**src/rtl/xor_stream_cipher.sv**
```systemverilog
// xor_stream_cipher: XORs a stream of data beats with either a static key or a
// Galois-LFSR keystream. One registered output stage with a valid/ready
// handshake sustains one beat per cycle. The block stays unkeyed until the
// first key_load after reset.
module xor_stream_cipher #(
  parameter int                DATA_W = 8,
  parameter int                LFSR_W = 16,
  parameter logic [LFSR_W-1:0] POLY   = 16'hB400,
  parameter int                CNT_W  = 16
) (
  input  logic              clk,
  input  logic              rst_n,
  input  logic              key_load,
  input  logic [LFSR_W-1:0] key_in,
  input  logic              mode_in,
  input  logic              in_valid,
  input  logic [DATA_W-1:0] in_data,
  output logic              in_ready,
  output logic              out_valid,
  output logic [DATA_W-1:0] out_data,
  input  logic              out_ready,
  output logic              keyed,
  output logic [CNT_W-1:0]  beat_cnt
);

  if (LFSR_W < DATA_W) begin : g_width_check
    $error("xor_stream_cipher: LFSR_W must be >= DATA_W");
  end

  typedef enum logic {UNKEYED = 1'b0, KEYED = 1'b1} state_t;

  state_t              state_q;
  state_t              state_d;
  logic [LFSR_W-1:0]   lfsr_q;
  logic                mode_q;
  logic [CNT_W-1:0]    cnt_q;
  logic                vld_p1;
  logic [DATA_W-1:0]   data_p1;
  logic                accept;
  logic [DATA_W-1:0]   ks;

  // One Galois shift: shift right, fold the feedback mask in when a one drops out.
  function automatic logic [LFSR_W-1:0] lfsr_step(input logic [LFSR_W-1:0] s);
    return (s >> 1) ^ (s[0] ? POLY : '0);
  endfunction

  // An all-zero seed would freeze the LFSR, so it is replaced by 1.
  function automatic logic [LFSR_W-1:0] seed_fix(input logic [LFSR_W-1:0] k);
    return (k == '0) ? {{(LFSR_W-1){1'b0}}, 1'b1} : k;
  endfunction

  // State register: only reset leaves KEYED.
  always_ff @(posedge clk or negedge rst_n) begin
    if (!rst_n) state_q <= UNKEYED;
    else        state_q <= state_d;
  end

  // Next-state: any key_load makes the block keyed.
  always_comb begin
    state_d = state_q;
    if (key_load) state_d = KEYED;
  end

  // Outputs decoded from state plus the handshake; a key_load cycle never accepts.
  always_comb begin
    keyed    = (state_q == KEYED);
    in_ready = (state_q == KEYED) && !key_load && (!vld_p1 || out_ready);
  end

  assign accept    = in_valid && in_ready;
  assign ks        = lfsr_q[DATA_W-1:0];
  assign out_valid = vld_p1;
  assign out_data  = data_p1;
  assign beat_cnt  = cnt_q;

  // Key/keystream register: loaded by key_load, advanced once per accepted beat in mode 1.
  always_ff @(posedge clk or negedge rst_n) begin
    if (!rst_n) begin
      lfsr_q <= '0;
      mode_q <= 1'b0;
    end else if (key_load) begin
      lfsr_q <= seed_fix(key_in);
      mode_q <= mode_in;
    end else if (accept && mode_q) begin
      lfsr_q <= lfsr_step(lfsr_q);
    end
  end

  // Beat counter: cleared by key_load, free-running wrap otherwise.
  always_ff @(posedge clk or negedge rst_n) begin
    if (!rst_n)        cnt_q <= '0;
    else if (key_load) cnt_q <= '0;
    else if (accept)   cnt_q <= cnt_q + CNT_W'(1);
  end

  // ---- stage p1: output register, filled on accept and emptied on drain ----
  // Output stage: a new beat overwrites on accept; otherwise a drained beat clears valid.
  always_ff @(posedge clk or negedge rst_n) begin
    if (!rst_n) begin
      vld_p1  <= 1'b0;
      data_p1 <= '0;
    end else if (accept) begin
      vld_p1  <= 1'b1;
      data_p1 <= in_data ^ ks;
    end else if (out_ready) begin
      vld_p1  <= 1'b0;
    end
  end

endmodule

```
**config.mk**
```make
export PLATFORM = sky130hd
export DESIGN_NAME = xor_stream_cipher
export DESIGN_NICKNAME = d
export VERILOG_FILES = /design/src/rtl/xor_stream_cipher.sv
export SDC_FILE = /design/constraint.sdc
export NUM_CORES = 1
export LEC_CHECK = 0
export ABC_AREA = 1
export ABC_CLOCK_PERIOD_IN_PS = 1500
export CORE_UTILIZATION = 56
export CTS_BUF_LIST = sky130_fd_sc_hd__clkbuf_4
export DETAILED_ROUTE_END_ITERATION = 7
export DONT_BUFFER_PORTS = 1
export GPL_ROUTABILITY_DRIVEN = 1
export PLACE_DENSITY = 0.72
export SLEW_MARGIN = 20
export SYNTH_ARGS = -nofsm -noshare
export SYNTH_HDL_FRONTEND = slang
export SYNTH_SLANG_ARGS = --single-unit
```
**constraint.sdc**
```tcl
create_clock -name clk -period 1.5 [get_ports clk]
set_input_delay 0.15 -clock clk [delete_from_list [all_inputs] [get_ports clk]]
set_output_delay 0.15 -clock clk [all_outputs]
set_load 0.03 [all_outputs]
```
==> Yosys cells after proc, flatten, opt, wreduce, memory -nomap -nowiden <==
Index checks and enable logic that the tools add are counted.
{ "totals": {"register_bits": 43, "latch_bits": 0, "ramBits": 0, "romBits": 0, "input_bits": 30, "output_inout_bits": 27, "mem_count": 0} }
{ "classes": {"n_addsub": 1, "n_mul": 0, "n_div": 0, "n_lt_le_gt_ge": 0, "n_eq_ne": 0, "shifts": 0, "muxes": 8, "bitwise": 2, "reduce_logical": 11} }
{ "op_table": {"columns": ["operator", "n"], "rows": [
  ["2-to-1 mux 16 bit", 6],
  ["adder 16 x 1 -> 16 bit, second input constant", 1],
  ["zero test 16 bit", 1],
  ["XOR 15 x 16 -> 16 bit", 1],
  ["XOR 8 bit", 1],
  ["nonzero test 2 bit", 3],
  ["logical AND 1 bit", 4],
  ["zero test 1 bit", 2],
  ["2-to-1 mux 1 bit", 2],
  ["logical OR 1 bit", 1]
]} }

==> Longest topological paths before layout <==
{ "depth": {"ltp_word": 7, "ltp_mapped": 9, "ltp_nobuf": 8} }

==> Worst setup path after synthesis <==
Ideal clock, no wire load.
{ "synth_path": {"path_type": "reg2reg", "startpoint": "register cnt_q[0], in the netlist beat_cnt[0]", "endpoint": "register cnt_q[8], in the netlist beat_cnt[8]", "setup_time_ns": 0.078, "arrival_time_ns": 1.391, "required_ns": 1.422, "slack_ns": 0.031, "path_stages_with_launch": 8, "period_less_slack_ns": 1.469, "path_cell_list": "dfrtp_1 -> ha_1 -> inv_1 -> nor2_1 -> nand2_1 -> nor2_1 -> o21ai_0 -> a21oi_1"} }
{ "synth_via": {"elab_chain_len": 3} }
{ "synth_lines": {"columns": ["item", "line_no", "source"], "rows": [
  ["start: declaration", "36", "logic [CNT_W-1:0] cnt_q;"],
  ["start signal: assignment", "93", "else if (accept) cnt_q <= cnt_q + CNT_W'(1);"],
  ["adder 16 x 1 -> 16 bit", "93", null],
  ["2-to-1 mux 16 bit", "93", null],
  ["2-to-1 mux 16 bit", "92", "else if (key_load) cnt_q <= '0;"]
]} }
No other way between the ends. The select of a mux whose other input is x is not followed.
A chain may end at the register's enable or synchronous reset.

==> Worst setup path in the final report <==
{ "layout_path": {"startpoint": "register state_q, in the netlist keyed", "endpoint": "output port in_ready"} }
{ "layout_via": {"elab_chain_len": 2} }
{ "layout_lines": {"columns": ["item", "line_no", "source"], "rows": [
  ["start: declaration", "32", "state_t state_q;"],
  ["start signal: assignment", "55", "else state_q <= state_d;"],
  ["logical AND 1 bit (2 in a row)", "67", "in_ready = (state_q == KEYED) && !key_load && (!vld_p1 || out_ready);"],
  ["end: declaration", "18", "output logic in_ready,"]
]} }
No other way between the ends.

==> metrics.txt <==
# TYPE chip_impl_metric gauge
chip_impl_metric{name="dieWidth",unit="microns"} 67.94
chip_impl_metric{name="synthDominantCellAreaShare",unit="%"} 44.19
chip_impl_info{name="worstSetupStartpointType",value="register"} 1
chip_impl_info{name="endpoint_kind",value="output port"} 1
chip_impl_metric{name="floorplan.io_pins",unit=""} 57
chip_impl_metric{name="pin_count_of_the_biggest_net_entering_global_routing",unit=""} 44
chip_impl_metric{name="drtPass1Iterations",unit=""} 4
chip_impl_metric{name="finalWeightedCongestion",unit=""} 0.8493
chip_impl_metric{name="max-vdd-ir-drop",unit="mV"} 0.5938
chip_impl_metric{name="post-route-drc-count",unit=""} 0
chip_impl_metric{name="drtAntennaViolNets",unit=""} 0
chip_impl_metric{name="seqPwrFrac",unit="%"} 54.2
chip_impl_metric{name="swShare",unit="%"} 32.72
chip_impl_info{name="netlist_top_cells_area",value="sky130_fd_sc_hd__dfrtp_1 (44%), sky130_fd_sc_hd__nand2_1 (14%), sky130_fd_sc_hd__inv_1 (6.2%), sky130_fd_sc_hd__o21ai_0 (5.3%), sky130_fd_sc_hd__nor2_1 (5.1%)"} 1
chip_impl_metric{name="design.final.nets",unit=""} 378
chip_impl_metric{name="start_util",unit="%"} 59.58
chip_impl_metric{name="maxSlewViolCount",unit=""} 0
chip_impl_metric{name="worst_slew_pin_slew",unit="ps"} 399.3
chip_impl_metric{name="drt-wirelength-per-cell",unit="microns"} 12.90
chip_impl_metric{name="final_core_utilization",unit="%"} 69.23
chip_impl_metric{name="synth_fp_nets",unit=""} 345
chip_impl_metric{name="rr_worst_depth",unit=""} 5
chip_impl_metric{name="hold_depth",unit=""} 3
chip_impl_metric{name="cts-buffers-inserted",unit=""} 5
chip_impl_metric{name="critical_path.max_fanout",unit=""} 2
chip_impl_metric{name="core.rowCount",unit=""} 23
chip_impl_metric{name="y_dimension_of_the_die",unit="microns"} 67.94
chip_impl_info{name="run_status",value="finished clean"} 1
chip_impl_metric{name="clock_insertion_delay_worst_skew",unit="ps"} 360
chip_impl_metric{name="synth-seq-area-share",unit="%"} 44.19
chip_impl_metric{name="routed_via_count_divided_by_cell_count",unit=""} 5.249
chip_impl_metric{name="drv.max_cap_violation_count",unit=""} 0
chip_impl_metric{name="comb_power_share",unit="%"} 19.1
chip_impl_info{name="hold_path.class",value="input port to register"} 1
chip_impl_metric{name="routed-via-count",unit=""} 2089
chip_impl_metric{name="wl",unit="mm"} 5.133
chip_impl_metric{name="fp.coreArea",unit="sq um"} 4086
chip_impl_metric{name="clock_path_buffers",unit=""} 2
chip_impl_metric{name="clk_pin_slew_worst_paths",unit="ps"} 130
chip_impl_metric{name="area_delta_synth_final",unit="%"} 16.19
chip_impl_metric{name="cts.htree.levels",unit=""} 2
chip_impl_metric{name="hold-worst-slack",unit="ps"} 10.53
chip_impl_metric{name="clock-skew-final",unit="ps"} 5.958
chip_impl_metric{name="synth_area_per_cell",unit="sq um"} 7.754
chip_impl_metric{name="switchingPower",unit="W"} 0.0009177
chip_impl_metric{name="synth-seq-cells",unit=""} 43
chip_impl_metric{name="cp.arrival",unit="ps"} 1230
chip_impl_info{name="tritoncts",value="done"} 1
chip_impl_metric{name="antenna_found_initial",unit=""} 0
chip_impl_metric{name="layout_min_cycle_time",unit="ps"} 1384
chip_impl_metric{name="fraction_of_layout_instances_using_a_drive_strength_above_1",unit="%"} 15.52
chip_impl_metric{name="yosys.cell_types.count",unit=""} 31
chip_impl_metric{name="power.static_leakage",unit="nW"} 1.353
chip_impl_metric{name="powerDensity",unit="nW/um^2"} 991.3
chip_impl_metric{name="grt_residual_overflow",unit=""} 0
chip_impl_metric{name="cp.required",unit="ps"} 1350
chip_impl_metric{name="power_frac_clock",unit="%"} 26.7
chip_impl_metric{name="globalRouteTotalUtil",unit="%"} 24.66
chip_impl_metric{name="ys.warnings.count",unit=""} 0
chip_impl_metric{name="setup_tns",unit="ps"} 0
chip_impl_info{name="netlist.top_cell.by_area",value="sky130_fd_sc_hd__dfrtp_1"} 1
chip_impl_metric{name="final_hold_viol_count",unit=""} 0
chip_impl_metric{name="grt_pass1_wl",unit="mm"} 8.445
chip_impl_metric{name="numPortBuffers",unit=""} 0
chip_impl_metric{name="setup-violations-final",unit=""} 0
chip_impl_metric{name="initialDrtViolationCount",unit=""} 120
chip_impl_metric{name="cts.sink_count",unit=""} 43
chip_impl_metric{name="post-layout-total-power",unit="W"} 0.002804
chip_impl_metric{name="max_slew_margin",unit="%"} 73.10
chip_impl_metric{name="detailedPlacementHpwl",unit="mm"} 3.454
chip_impl_metric{name="final_min_period_over_clock_period",unit="%"} 92.25
chip_impl_metric{name="antenna_cells",unit=""} 0
chip_impl_metric{name="floorplan.die_area",unit="sq um"} 4616
chip_impl_metric{name="syn-instance-count",unit=""} 314
chip_impl_info{name="criticalPathCategory",value="register to output port"} 1
chip_impl_info{name="unrepaired_setup_endpoints_after_global_routing",value="no"} 1
chip_impl_metric{name="vias_in_the_first_global_route",unit=""} 1908
chip_impl_info{name="cts_root_buffer",value="sky130_fd_sc_hd__clkbuf_4"} 1
chip_impl_metric{name="fmax",unit="MHz"} 722.7
chip_impl_metric{name="cellInternalPower",unit="W"} 0.001887
chip_impl_metric{name="post_synth_instance_area",unit="sq um"} 2435
==> cells by family after synthesis <==
family                     synth area share (%)
xor gates and xnor gates                  2.878
muxes                                    0.4111
buffers and inverters                     10.28
AOI/OAI and AO/OA                         13.36
and+or+nand+nor                           28.37
adders and majority gates                0.5138
DFF                                       44.19
==> sequential cells by signal (all words and copies together) (netlist names) <==
register / cells
beat_cnt: 16
keyed: 1
lfsr_q: 16
mode_q: 1
out_data: 8
out_valid: 1
==> critical path: stages (launching register included) <==
cell	delay (ps)
sky130_fd_sc_hd__dfrtp_1	370
sky130_fd_sc_hd__buf_4	160
sky130_fd_sc_hd__nand2_1	60
sky130_fd_sc_hd__nor2_1	120
sky130_fd_sc_hd__buf_4	170
==> power by group through the flow <==
stage | Clock, W | Sequential (W) | Combinational (W)
6_report | 0.000749 | 0.00152 | 0.000537
5_1_grt | 0.000806 | 0.00155 | 0.000617
4_1_cts | 0.000762 | 0.00152 | 0.000529
3_5_place_dp | 0 | 0.00154 | 0.000456
3_3_place_gp | 0 | 0.00153 | 0.000443
2_1_floorplan | 0 | 0.00154 | 0.000396
==> placed cells by master, fill, tap and decap left out, types with 2 or more instances in the layout <==
| cell type | instances |
|---|---|
| sky130_fd_sc_hd__nand4_1 | 13 |
| sky130_fd_sc_hd__xnor2_1 | 8 |
| sky130_fd_sc_hd__o21ai_2 | 14 |
| sky130_fd_sc_hd__inv_1 | 40 |
| sky130_fd_sc_hd__nor2_4 | 2 |
| sky130_fd_sc_hd__a21oi_1 | 4 |
| sky130_fd_sc_hd__clkbuf_4 | 5 |
| sky130_fd_sc_hd__nand3_1 | 12 |
| sky130_fd_sc_hd__dlygate4sd3_1 | 14 |
| sky130_fd_sc_hd__dfrtp_1 | 43 |
| sky130_fd_sc_hd__o21ai_0 | 26 |
| sky130_fd_sc_hd__nor2_1 | 32 |
| sky130_fd_sc_hd__buf_4 | 21 |
| sky130_fd_sc_hd__nand2_1 | 94 |
| sky130_fd_sc_hd__a22oi_1 | 2 |
==> metal layers <==
layer	track usage [%]	vias to the layer above	wire, microns
li1	-	1065	-
met1	32.10	955	2416
met2	40.56	64	2338
met3	5.833	5	327
met4	7.031	0	51
met5	0	-	0
==> metrics by stage <==
stage	std cells	worst slack [ps]	area, sq um
after floorplan	314	31.43	2435
after global placement	374	69.46	2562
after detailed placement	374	80.60	2562
after CTS	397	6.856	2804
after global routing	398	15.41	2829
final	398	116.3	2829
==> synth_stat cells <==
master,n
sky130_fd_sc_hd__a21oi_1,4
sky130_fd_sc_hd__a22o_1,1
sky130_fd_sc_hd__a22oi_1,2
sky130_fd_sc_hd__buf_12,1
sky130_fd_sc_hd__buf_2,4
sky130_fd_sc_hd__buf_4,2
sky130_fd_sc_hd__buf_6,1
sky130_fd_sc_hd__buf_8,1
sky130_fd_sc_hd__clkbuf_1,1
sky130_fd_sc_hd__dfrtp_1,43
sky130_fd_sc_hd__ha_1,1
sky130_fd_sc_hd__inv_1,40
sky130_fd_sc_hd__inv_4,1
sky130_fd_sc_hd__inv_6,1
sky130_fd_sc_hd__mux2i_1,1
sky130_fd_sc_hd__nand2_1,94
sky130_fd_sc_hd__nand2_4,1
sky130_fd_sc_hd__nand3_1,12
sky130_fd_sc_hd__nand3_2,1
sky130_fd_sc_hd__nand3_4,1
sky130_fd_sc_hd__nand4_1,13
sky130_fd_sc_hd__nor2_1,33
sky130_fd_sc_hd__nor2_4,2
sky130_fd_sc_hd__nor3_1,1
sky130_fd_sc_hd__nor4_1,1
sky130_fd_sc_hd__o21ai_0,26
sky130_fd_sc_hd__o21ai_1,1
sky130_fd_sc_hd__o21ai_2,14
sky130_fd_sc_hd__o21ai_4,1
sky130_fd_sc_hd__o21bai_1,1
sky130_fd_sc_hd__xnor2_1,8
==> path summary, 6_finish.rpt <==
kind                           start      endpoint  slack, ps
hold / removal              key_load     lfsr_q[2]         10
min in group asynchronous      rst_n   out_data[7]        260
setup reg to reg           lfsr_q[7]     lfsr_q[6]        130
setup / recovery               keyed      in_ready        120
hold reg to reg                keyed         keyed        530
max in group asynchronous      rst_n  beat_cnt[15]       1040
==> final cells by class <==
cell class              count  area (sq um)
well taps                  50         62.56
inverters                  42         167.7
clock inverters             3         43.79
clock buffers               5         37.54
flip-flops and latches     43          1076
fillers                   360          1257
repair buffers             36         317.8
multi-input cells         219          1124
==> repair_timing <==
item	CTS	global route
setup buffers	0	1
resized for setup	0	5
setup endpoints to repair	0	9
hold endpoints to repair	62	0
hold buffers	15	0
(Power assumes the default switching activity.)
